===== src/rtl/regfile_writeback_if.sv =====
// Producer-side handshake bundle for regfile_writeback: the ALU result channel
// and the load/store-unit result channel.
interface regfile_writeback_if #(
    parameter int XLEN = 32
);
    logic            alu_valid;
    logic [4:0]      alu_rd;
    logic [XLEN-1:0] alu_data;
    logic            alu_ready;

    logic            lsu_valid;
    logic [4:0]      lsu_rd;
    logic [XLEN-1:0] lsu_data;
    logic            lsu_ready;

    modport master (
        output alu_valid, alu_rd, alu_data,
        input  alu_ready,
        output lsu_valid, lsu_rd, lsu_data,
        input  lsu_ready
    );

    modport slave (
        input  alu_valid, alu_rd, alu_data,
        output alu_ready,
        input  lsu_valid, lsu_rd, lsu_data,
        output lsu_ready
    );
endinterface


===== src/rtl/regfile_writeback.sv =====
// Writeback stage owning the register-bank write port: ALU has priority, LSU results queue in an in-order FIFO.
// Optional read-port forwarding of the in-flight write is enabled by defining WB_BYPASS_EN.
module regfile_writeback #(
    parameter int XLEN  = 32,
    parameter int DEPTH = 4
) (
    input  logic              clk,
    input  logic              reset,
    regfile_writeback_if.slave wb,
    output logic              rf_write,
    output logic [4:0]        rf_des_reg,
    output logic [XLEN-1:0]   rf_write_data,
    output logic [31:0]       pending_mask
`ifdef WB_BYPASS_EN
    ,
    input  logic [XLEN-1:0]   rf_read_data1,
    input  logic [XLEN-1:0]   rf_read_data2,
    input  logic [4:0]        rd_src1,
    input  logic [4:0]        rd_src2,
    output logic [XLEN-1:0]   fwd_data1,
    output logic [XLEN-1:0]   fwd_data2
`endif
);
    localparam int AW = $clog2(DEPTH);
    localparam int CW = AW + 1;

    typedef enum logic [1:0] {SEL_NONE, SEL_ALU, SEL_FIFO} sel_t;

    logic [XLEN-1:0] fifo_data [DEPTH];
    logic [4:0]      fifo_rd   [DEPTH];
    logic [AW-1:0]   rd_ptr, wr_ptr;
    logic [CW-1:0]   count;

    logic full, alu_fire, lsu_fire, enq, deq;
    sel_t sel;

    assign full         = (count == CW'(DEPTH));
    assign wb.alu_ready = ~full;
    assign wb.lsu_ready = ~full;
    assign alu_fire     = wb.alu_valid & ~full;
    assign lsu_fire     = wb.lsu_valid & ~full;
    assign enq          = lsu_fire & (wb.lsu_rd != 5'd0);
    assign deq          = (sel == SEL_FIFO);

    // A full FIFO overrides ALU priority so that queued loads are guaranteed to drain.
    always_comb begin
        sel = SEL_NONE;
        if (full)
            sel = SEL_FIFO;
        else if (alu_fire)
            sel = SEL_ALU;
        else if (count != '0)
            sel = SEL_FIFO;
    end

    always_ff @(posedge clk) begin
        if (enq) begin
            fifo_data[wr_ptr] <= wb.lsu_data;
            fifo_rd[wr_ptr]   <= wb.lsu_rd;
        end
    end

    always_ff @(posedge clk) begin
        if (reset) begin
            rd_ptr        <= '0;
            wr_ptr        <= '0;
            count         <= '0;
            rf_write      <= 1'b0;
            rf_des_reg    <= '0;
            rf_write_data <= '0;
        end else begin
            if (enq)
                wr_ptr <= wr_ptr + AW'(1);
            if (deq)
                rd_ptr <= rd_ptr + AW'(1);
            if (enq && !deq)
                count <= count + CW'(1);
            else if (!enq && deq)
                count <= count - CW'(1);

            case (sel)
                SEL_ALU: begin
                    rf_write      <= (wb.alu_rd != 5'd0);
                    rf_des_reg    <= wb.alu_rd;
                    rf_write_data <= wb.alu_data;
                end
                SEL_FIFO: begin
                    rf_write      <= 1'b1;
                    rf_des_reg    <= fifo_rd[rd_ptr];
                    rf_write_data <= fifo_data[rd_ptr];
                end
                default: rf_write <= 1'b0;
            endcase
        end
    end

    always_comb begin
        pending_mask = '0;
        for (int unsigned i = 0; i < DEPTH; i++) begin
            if (CW'(i) < count)
                pending_mask[fifo_rd[rd_ptr + AW'(i)]] = 1'b1;
        end
        if (rf_write)
            pending_mask[rf_des_reg] = 1'b1;
        pending_mask[0] = 1'b0;
    end

`ifdef WB_BYPASS_EN
    assign fwd_data1 = (rf_write && (rf_des_reg == rd_src1) && (rd_src1 != 5'd0))
                       ? rf_write_data : rf_read_data1;
    assign fwd_data2 = (rf_write && (rf_des_reg == rd_src2) && (rd_src2 != 5'd0))
                       ? rf_write_data : rf_read_data2;
`endif
endmodule


===== src/flat_wrapper.sv =====
// flat-port wrapper written by rule: the top's interface ports become plain ports
module regfile_writeback_flat 
#(
    parameter int XLEN  = 32,
    parameter int DEPTH = 4
)
  (clk, reset, rf_write, rf_des_reg, rf_write_data, pending_mask, wb_alu_valid, wb_alu_rd, wb_alu_data, wb_alu_ready, wb_lsu_valid, wb_lsu_rd, wb_lsu_data, wb_lsu_ready);
  regfile_writeback_if #(.XLEN(XLEN)) wb_i ();
  input  logic clk;
  input  logic reset;
  output logic rf_write;
  output logic [4:0] rf_des_reg;
  output logic [XLEN-1:0] rf_write_data;
  output logic [31:0] pending_mask;
  input wire logic [$bits(wb_i.alu_valid)-1:0] wb_alu_valid;
  input wire logic [$bits(wb_i.alu_rd)-1:0] wb_alu_rd;
  input wire logic [$bits(wb_i.alu_data)-1:0] wb_alu_data;
  output wire logic [$bits(wb_i.alu_ready)-1:0] wb_alu_ready;
  input wire logic [$bits(wb_i.lsu_valid)-1:0] wb_lsu_valid;
  input wire logic [$bits(wb_i.lsu_rd)-1:0] wb_lsu_rd;
  input wire logic [$bits(wb_i.lsu_data)-1:0] wb_lsu_data;
  output wire logic [$bits(wb_i.lsu_ready)-1:0] wb_lsu_ready;
  assign wb_i.alu_valid = wb_alu_valid;
  assign wb_i.alu_rd = wb_alu_rd;
  assign wb_i.alu_data = wb_alu_data;
  assign wb_alu_ready = wb_i.alu_ready;
  assign wb_i.lsu_valid = wb_lsu_valid;
  assign wb_i.lsu_rd = wb_lsu_rd;
  assign wb_i.lsu_data = wb_lsu_data;
  assign wb_lsu_ready = wb_i.lsu_ready;
  regfile_writeback #(.XLEN(XLEN), .DEPTH(DEPTH)) u_core (.clk(clk), .reset(reset), .wb(wb_i), .rf_write(rf_write), .rf_des_reg(rf_des_reg), .rf_write_data(rf_write_data), .pending_mask(pending_mask));
endmodule

===== config.mk =====
export PLATFORM = sky130hd
export DESIGN_NAME = regfile_writeback_flat
export DESIGN_NICKNAME = d
export VERILOG_FILES = /design/src/rtl/regfile_writeback_if.sv /design/src/rtl/regfile_writeback.sv /design/src/flat_wrapper.sv
export SDC_FILE = /design/constraint.sdc
export NUM_CORES = 1
export LEC_CHECK = 0
export CORE_MARGIN = 2
export CORE_UTILIZATION = 58
export DETAILED_ROUTE_END_ITERATION = 8
export PLACE_DENSITY = 0.87
export SYNTH_ARGS = -nofsm -noshare
export SYNTH_HDL_FRONTEND = slang
export SYNTH_SLANG_ARGS = --single-unit
export TNS_END_PERCENT = 100

===== constraint.sdc =====
create_clock -name clk -period 5.8 [get_ports clk]
set_clock_uncertainty 0.05 [all_clocks]
set_input_delay 1.16 -clock clk [delete_from_list [all_inputs] [get_ports clk]]
set_output_delay 1.16 -clock clk [all_outputs]
set_load 0.02 [all_outputs]

==> results of run 1 <==
-- Yosys cell counts (2+ instances only) --
cell        n  area [um2]
mux4_1     12         315
or3_1       2        12.5
buf_2      14        70.1
o311a_1     2        20.0
nor4b_4     3        71.3
and4bb_2    2        25.0
edfxtp_1  148        4440
nor4b_1     2        17.5
buf_4       5        37.5
a22oi_1    23         173
a31oi_1    31         194
buf_6       2        22.5
dfxtp_1    47         941
a21oi_1     3        15.0
or3b_2      4        35.0
mux2i_1    38         380
nand4_1    14        87.6
xor2_1      2        17.5
and4b_1     3        30.0
mux4_2     40         901
nor4_1      3        18.8
buf_1       6        22.5
nor2_1     83         312
nand2_1    20        75.1
nor2b_1    15        93.8
nand3b_1    5        37.5
nor4b_2     4        60.1
ha_1        9         113
and2_0      3        18.8
clkbuf_1   31         116
xnor2_1     3        26.3
nand3_1    47         235
inv_1       9        33.8
and2_1      9        56.3
a211oi_1   37         278
-- area by class of cell --
type | instances | share of cell area (%)
Sequential cell | 195 | 46.6
Antenna cell | 1 | 0.0216
Inverter | 9 | 0.292
Timing Repair Buffer | 153 | 13.1
Tap cell | 216 | 2.34
Clock inverter | 14 | 1.42
Clock buffer | 18 | 3.71
Multi-Input combinational cell | 433 | 32.6
-- power groups by stage --
stage / registers, mW / logic, mW / clock network [mW]
CTS: 2.00 / 2.69 / 1.18
detailed placement: 2.02 / 2.65 / 0
global route: 2.03 / 2.86 / 1.23
finish: 2.00 / 2.72 / 1.17
global placement: 1.99 / 2.61 / 0
floorplan: 2.01 / 1.76 / 0
-- placed cells by master (no fill, tap or decap), types with 4 or more instances in the layout --
master / Yosys / layout
a31oi_1: 31 / 31
and2_1: 9 / 5
nand2_1: 20 / 20
nor4b_2: 4 / 4
nand3_1: 47 / 47
buf_4: 5 / 5
a22oi_1: 23 / 23
edfxtp_1: 148 / 148
nor2_1: 83 / 82
ha_1: 9 / 9
inv_6: 0 / 5
inv_1: 9 / 9
clkbuf_16: 0 / 17
clkdlybuf4s50_1: 0 / 147
and2_2: 0 / 4
mux4_2: 40 / 40
a211oi_1: 37 / 37
nand4_1: 14 / 14
nor2b_1: 15 / 15
dfxtp_1: 47 / 45
mux4_1: 12 / 12
mux2i_1: 38 / 38
or3b_2: 4 / 4
nand3b_1: 5 / 5
-- tightest hold or removal path: cells and delay by family (launching register included) --
kind	cells	cell delay [ns]
AOI/OAI and AO/OA	1	0.05
DFF	1	0.32
and+or+nand+nor	1	0.10
-- kinds of logic after synthesis --
| kind of cell | synth area share (%) |
|---|---|
| mux | 16.9 |
| xor+xnor | 0.463 |
| fa+ha+maj | 1.19 |
| simple gates | 13.2 |
| flops | 57.0 |
| compound gates | 7.77 |
| other cells | 0.0397 |
| buf+inv | 3.47 |
-- routing by layer --
layer | up-vias | GRT usage, % | wire [um]
li1 | 2974 | - | -
met1 | 3370 | 39.8 | 10200
met2 | 421 | 58.6 | 14600
met3 | 71 | 6.67 | 2050
met4 | 0 | 12.5 | 953
met5 | - | 0 | 0
-- per-stage QoR --
step | power, mW | instances | util, % | instance area, um2 | worst slack, ns
6_report | 5.89 | 1039 | 72.8 | 11600 | 0.919
5_1_grt | 6.12 | 1039 | 72.8 | 11600 | 0.703
4_1_cts | 5.87 | 1038 | 72.8 | 11600 | 0.945
3_5_place_dp | 4.67 | 1006 | 69.1 | 11000 | 1.37
3_3_place_gp | 4.60 | 1006 | 69.1 | 11000 | 1.39
2_1_floorplan | 3.77 | 697 | - | 9450 | 2.72
-- worst max path at each step --
| stage | cells after the start | slack [ns] | start | to |
|---|---|---|---|---|
| after floorplan | 5 | 2.72 | u_core.rd_ptr[1] | pending_mask[8] |
| after global placement | 5 | 1.39 | register | pending_mask[9] |
| after detailed placement | 5 | 1.37 | register | pending_mask[9] |
| after CTS | 5 | 0.95 | register | pending_mask[9] |
| after global routing | 5 | 0.70 | register | pending_mask[12] |
| final | 5 | 0.92 | register | pending_mask[9] |
==> results.ini, run 1 <==
[clock_tree]
clkSlewWorstSetupHoldPaths_ns = 0.08
post_cts_resized = 0
cts_hold_buf = 0
max-clock-path-buffers = 2
cts_tree = built
h-tree-depth = 4
insertion_delay_ns = 0.43
clock_sinks = 195
post-cts-setup-buffers = 0
root_buffer = clkbuf_16
cts_buffers = 17

[floorplan]
rows = 46
die_area_um2 = 17300
chipHeight_um = 132
start_util_pct = 59.5
die_w_um = 132
pin_count = 150
coreArea_um2 = 15900

[route]
wl_per_cell_um = 26.8
drtIter0Drc = 870
ant_nets = 0
postRouteWirelength_um = 27900
via_count = 6836
vias_per_cell = 6.58
drc = 0
drt_pass1_iterations = 5

[pwr]
p_int_mw = 3.49
p_switching_mw = 2.40
ir_drop_v = 0.000437
seqPwrFrac_pct = 34.0
pwr-share-comb_pct = 46.2
power_frac_clock_pct = 19.9
p_leak_nw = 3.87
switching_share_pct = 40.8
p_per_area_nw_per_um2 = 509

[finish]
largest_register_ffs = 128
multi_input_area_um2 = 3770
syn2layout_area_growth_pct = 22.4
drive_gt1_share_pct = 12.4
largest-register = u_core.fifo_data
nNetsFinal = 896
seqCellArea_um2 = 5390
top_regs = u_core.fifo_data: 128 flops, u_core.rf_write_data: 32 flops, u_core.fifo_rd: 20 flops
num-fill-cells = 969

[critical_path]
critical_path.top_delay_family = simple AND/OR/NAND/NOR gates
rrSetupSlack_ns = 2.84
cp_cell_sequence = mux4_2, nor2_1, nand3_1, nand3_1, clkdlybuf4s50_1
cp-end-kind = primary output
critPathRequiredTime_ns = 4.59
cp_common_cell = nand3_1
slowest_delay_ns = 0.83
r2r_start = u_core.count[0]
cp_slowest_cell = nor2_1
r2r_cells = 7
critPathBufInv = 1
start_kind = register
cp.arrival_ns = 3.67
critPathMaxFanout = 15
worstReg2RegEnd = u_core.rf_write_data[4]
path_class = reg -> out

[grt]
grt_max_degree = 76
grt_pass1_wl_um = 42900
overflow = 0
track_usage_pct = 33.0
antenna_found_initial = 1
grt_pass1_vias = 7022

[synthesis]
synthFlopType = edfxtp_1
ys_ff_latch = 195
syn-num-nets = 784
netlist_area_um2 = 9450
ys_warn_count = 0
syn_inst = 697
synth_edf_count = 148
syn_avg_cell_area_um2 = 13.6
synth_seq_area_share_pct = 57.0
synth.distinct_cells = 51
synthArstFlopShare_pct = 0

[worst_hold_path]
hold_depth = 2
hp-class = reg -> reg
hp-start = u_core.rf_write_data[29]
min_to = u_core.rf_write_data[29]

[placement]
place.port_buffers = 148
routabilityCongestion = 0.996
dpl.hpwl_um = 18200

[timing]
fin_crit_ns = 4.88
holdWs_ns = 0.460
period_share_pct = 84.2
relSlewSlack_pct = 25.8
max_freq_mhz = 205
fin_setup_tns_ns = 0
setup_viol_count_final = 0
finalHoldViolations = 0
worst_pin_slew_ns = 1.11
rsz0062_at_grt = false
finalMaxSlewViolations = 0

[job]
maxCapViolations = 0

[status]
status = complete, no violations

Power figures use the tool's default switching activity.
==> run 2: changes to the inputs <==
--- a/config.mk
+++ b/config.mk
@@ -6,9 +6,9 @@
 export NUM_CORES = 1
 export LEC_CHECK = 0
 export CORE_MARGIN = 2
-export CORE_UTILIZATION = 58
+export CORE_UTILIZATION = 49
 export DETAILED_ROUTE_END_ITERATION = 8
-export PLACE_DENSITY = 0.87
+export PLACE_DENSITY = 0.79
 export SYNTH_ARGS = -nofsm -noshare
 export SYNTH_HDL_FRONTEND = slang
 export SYNTH_SLANG_ARGS = --single-unit
==> constraint.sdc (replaced) <==
create_clock -name clk -period 4.4 [get_ports clk]
set_clock_uncertainty 0.05 [all_clocks]
set_input_delay 0.88 -clock clk [delete_from_list [all_inputs] [get_ports clk]]
set_output_delay 0.88 -clock clk [all_outputs]
set_load 0.02 [all_outputs]
==> results.ini, run 2 (synthesis gave the netlist of run 1 again) <==
[critical_path]
critical_path.top_delay_family = buffers and inverters
cp-end-kind = primary output
critPathMaxFanout = 10  ; -5
critPathBufInv = 2  ; +1
critPathRequiredTime_ns = 3.47  ; -1.12 ns
cp_slowest_cell = mux4_1
path_class = reg -> out
slowest_delay_ns = 0.62  ; -0.21 ns
cp.arrival_ns = 3.30  ; -0.37 ns
start_kind = register
cp_cell_sequence = buf_4, mux4_1, nor2b_1, a31oi_1, nand3_1, clkdlybuf4s50_1

[timing]
finalMaxSlewViolations = 0  ; unchanged
setup_ws_ns = 0.172  ; -0.746 ns
worst_pin_slew_ns = 1.01  ; -0.105 ns
fin_setup_tns_ns = 0  ; unchanged
period_share_pct = 96.1
finalHoldViolations = 0  ; unchanged
rsz0062_at_grt = false
max_freq_mhz = 237
fin_crit_ns = 4.23
relSlewSlack_pct = 33.0  ; +7.2 points
setup_viol_count_final = 0  ; unchanged

[pwr]
ir_drop_v = 0.000388  ; -11%
p_leak_nw = 3.98  ; +2.8%
power_mw = 7.67  ; +30%
p_per_area_nw_per_um2 = 650  ; +28%

[route]
postRouteWirelength_um = 24200  ; -13%
drt_pass1_iterations = 4  ; -1
drc = 0  ; unchanged
ant_nets = 0  ; unchanged
vias_per_cell = 5.98  ; -9.1%
wl_per_cell_um = 22.0  ; -18%
drtIter0Drc = 537  ; -38%
via_count = 6585  ; -3.7%

[clock_tree]
cts_tree = built
insertion_delay_ns = 0.43  ; about the same
h-tree-depth = 4  ; unchanged
post-cts-setup-buffers = 0  ; unchanged
root_buffer = clkbuf_16
max-clock-path-buffers = 2  ; unchanged
clock_sinks = 195  ; unchanged
cts_buffers = 17  ; unchanged
clkSlewWorstSetupHoldPaths_ns = 0.07  ; about the same

[finish]
num-fill-cells = 1410  ; +46%
stdcell_count = 1101  ; +6.0%
mostFrequentLayoutCells = edfxtp_1 (148), clkdlybuf4s50_1 (147), nor2_1 (82), nand3_1 (47), dfxtp_1 (44)
seqCellArea_um2 = 5390  ; about the same
diodes = 0  ; -1
mostFrequentLayoutCell = edfxtp_1
nNetsFinal = 915  ; +2.1%
top_regs = u_core.fifo_data: 128 flops, u_core.rf_write_data: 32 flops, u_core.fifo_rd: 20 flops
syn2layout_area_growth_pct = 24.9
largest-register = u_core.fifo_data
multi_input_area_um2 = 3770  ; about the same
largest_register_ffs = 128  ; unchanged
drive_gt1_share_pct = 14.5  ; +2.1 points
final_area_um2 = 11800  ; +2.0%

[job]
maxCapViolations = 0  ; unchanged

[grt]
antenna_found_initial = 0  ; -1
overflow = 0  ; unchanged
grt_pass1_wl_um = 36900  ; -14%
grt_pass1_vias = 6531  ; -7.0%
grt_max_degree = 47  ; -38%
track_usage_pct = 24.4  ; -8.6 points

[placement]
place_ws_ns = 0.607  ; -0.760 ns
routabilityCongestion = 1.06  ; +6.0%
place_area_um2 = 11200  ; +2.3%
place.port_buffers = 148  ; unchanged
dpl.hpwl_um = 16700  ; -7.9%
placed_cells = 1069  ; +6.3%

[floorplan]
die_area_um2 = 20400  ; +18%
chipHeight_um = 143  ; +8.5%
die_w_um = 143  ; +8.5%
rows = 50  ; +8.7%
start_util_pct = 50.2  ; -9.3 points
pin_count = 150  ; unchanged
coreArea_um2 = 18800  ; +19%

[status]
status = complete, no violations

[worst_hold_path]
hp-class = reg -> reg

[run 2: worst paths after layout]
| kind | cells past startpoint | to | start | slack, ns |
|---|---|---|---|---|
| hold / removal | 2 | u_core.rf_write_data[24] | u_core.rf_write_data[24] | 0.45 |
| hold reg to reg | 2 | u_core.rf_write_data[24] | u_core.rf_write_data[24] | 0.45 |
| setup / recovery | 6 | pending_mask[21] | u_core.rd_ptr[0] | 0.17 |
| setup reg to reg | 7 | u_core.fifo_data[2][30] | u_core.count[0] | 1.58 |
[run 2: final cells by class]
cell class / count / share of cell area, %
Clock buffer: 19 / 3.67
Multi-Input combinational cell: 433 / 32.0
Tap cell: 260 / 2.76
Inverter: 9 / 0.286
Sequential cell: 195 / 45.7
Clock inverter: 13 / 1.20
Timing Repair Buffer: 172 / 14.5
[run 2: metal layers]
metal | wire (um) | vias to the layer above | global-route usage [%]
met5 | 0 | - | 0
met4 | 958 | 0 | 10.6
met3 | 1660 | 59 | 5.20
met2 | 12000 | 294 | 40.3
met1 | 9550 | 3228 | 31.2
li1 | - | 3004 | -
[run 2: tightest hold or removal path: stages (launching register included)]
cell	delay (ns)
dfxtp_1	0.31
nor2_1	0.09
a211oi_1	0.05
[run 2: power by group]
part	total [mW]	switching, mW	internal, mW
Clock	1.50	0.698	0.804
Combinational	3.60	2.04	1.56
Sequential	2.56	0.246	2.32
Total	7.67	2.99	4.69
[run 2: repair_timing]
action | CTS | global route
hold buffers | 0 | 0
resized for setup | 0 | 2
endpoints found under the setup margin | 0 | 4
[run 2: stage by stage]
stage,hold WS [ns],util (%)
3_3_place_gp,0.436,59.6
3_5_place_dp,0.442,59.6
4_1_cts,0.451,62.7
6_report,0.449,62.7
2_1_floorplan,0.464,-
5_1_grt,0.470,62.7
==> run 3: changes to the inputs <==
--- a/config.mk
+++ b/config.mk
@@ -7,8 +7,10 @@
 export LEC_CHECK = 0
 export CORE_MARGIN = 2
 export CORE_UTILIZATION = 49
+export CTS_CLUSTER_DIAMETER = 60
 export DETAILED_ROUTE_END_ITERATION = 8
 export PLACE_DENSITY = 0.79
+export SLEW_MARGIN = 20
 export SYNTH_ARGS = -nofsm -noshare
 export SYNTH_HDL_FRONTEND = slang
 export SYNTH_SLANG_ARGS = --single-unit
==> results of run 3 <==
The final DEF is identical to that of run 2; final timing and power are the same.
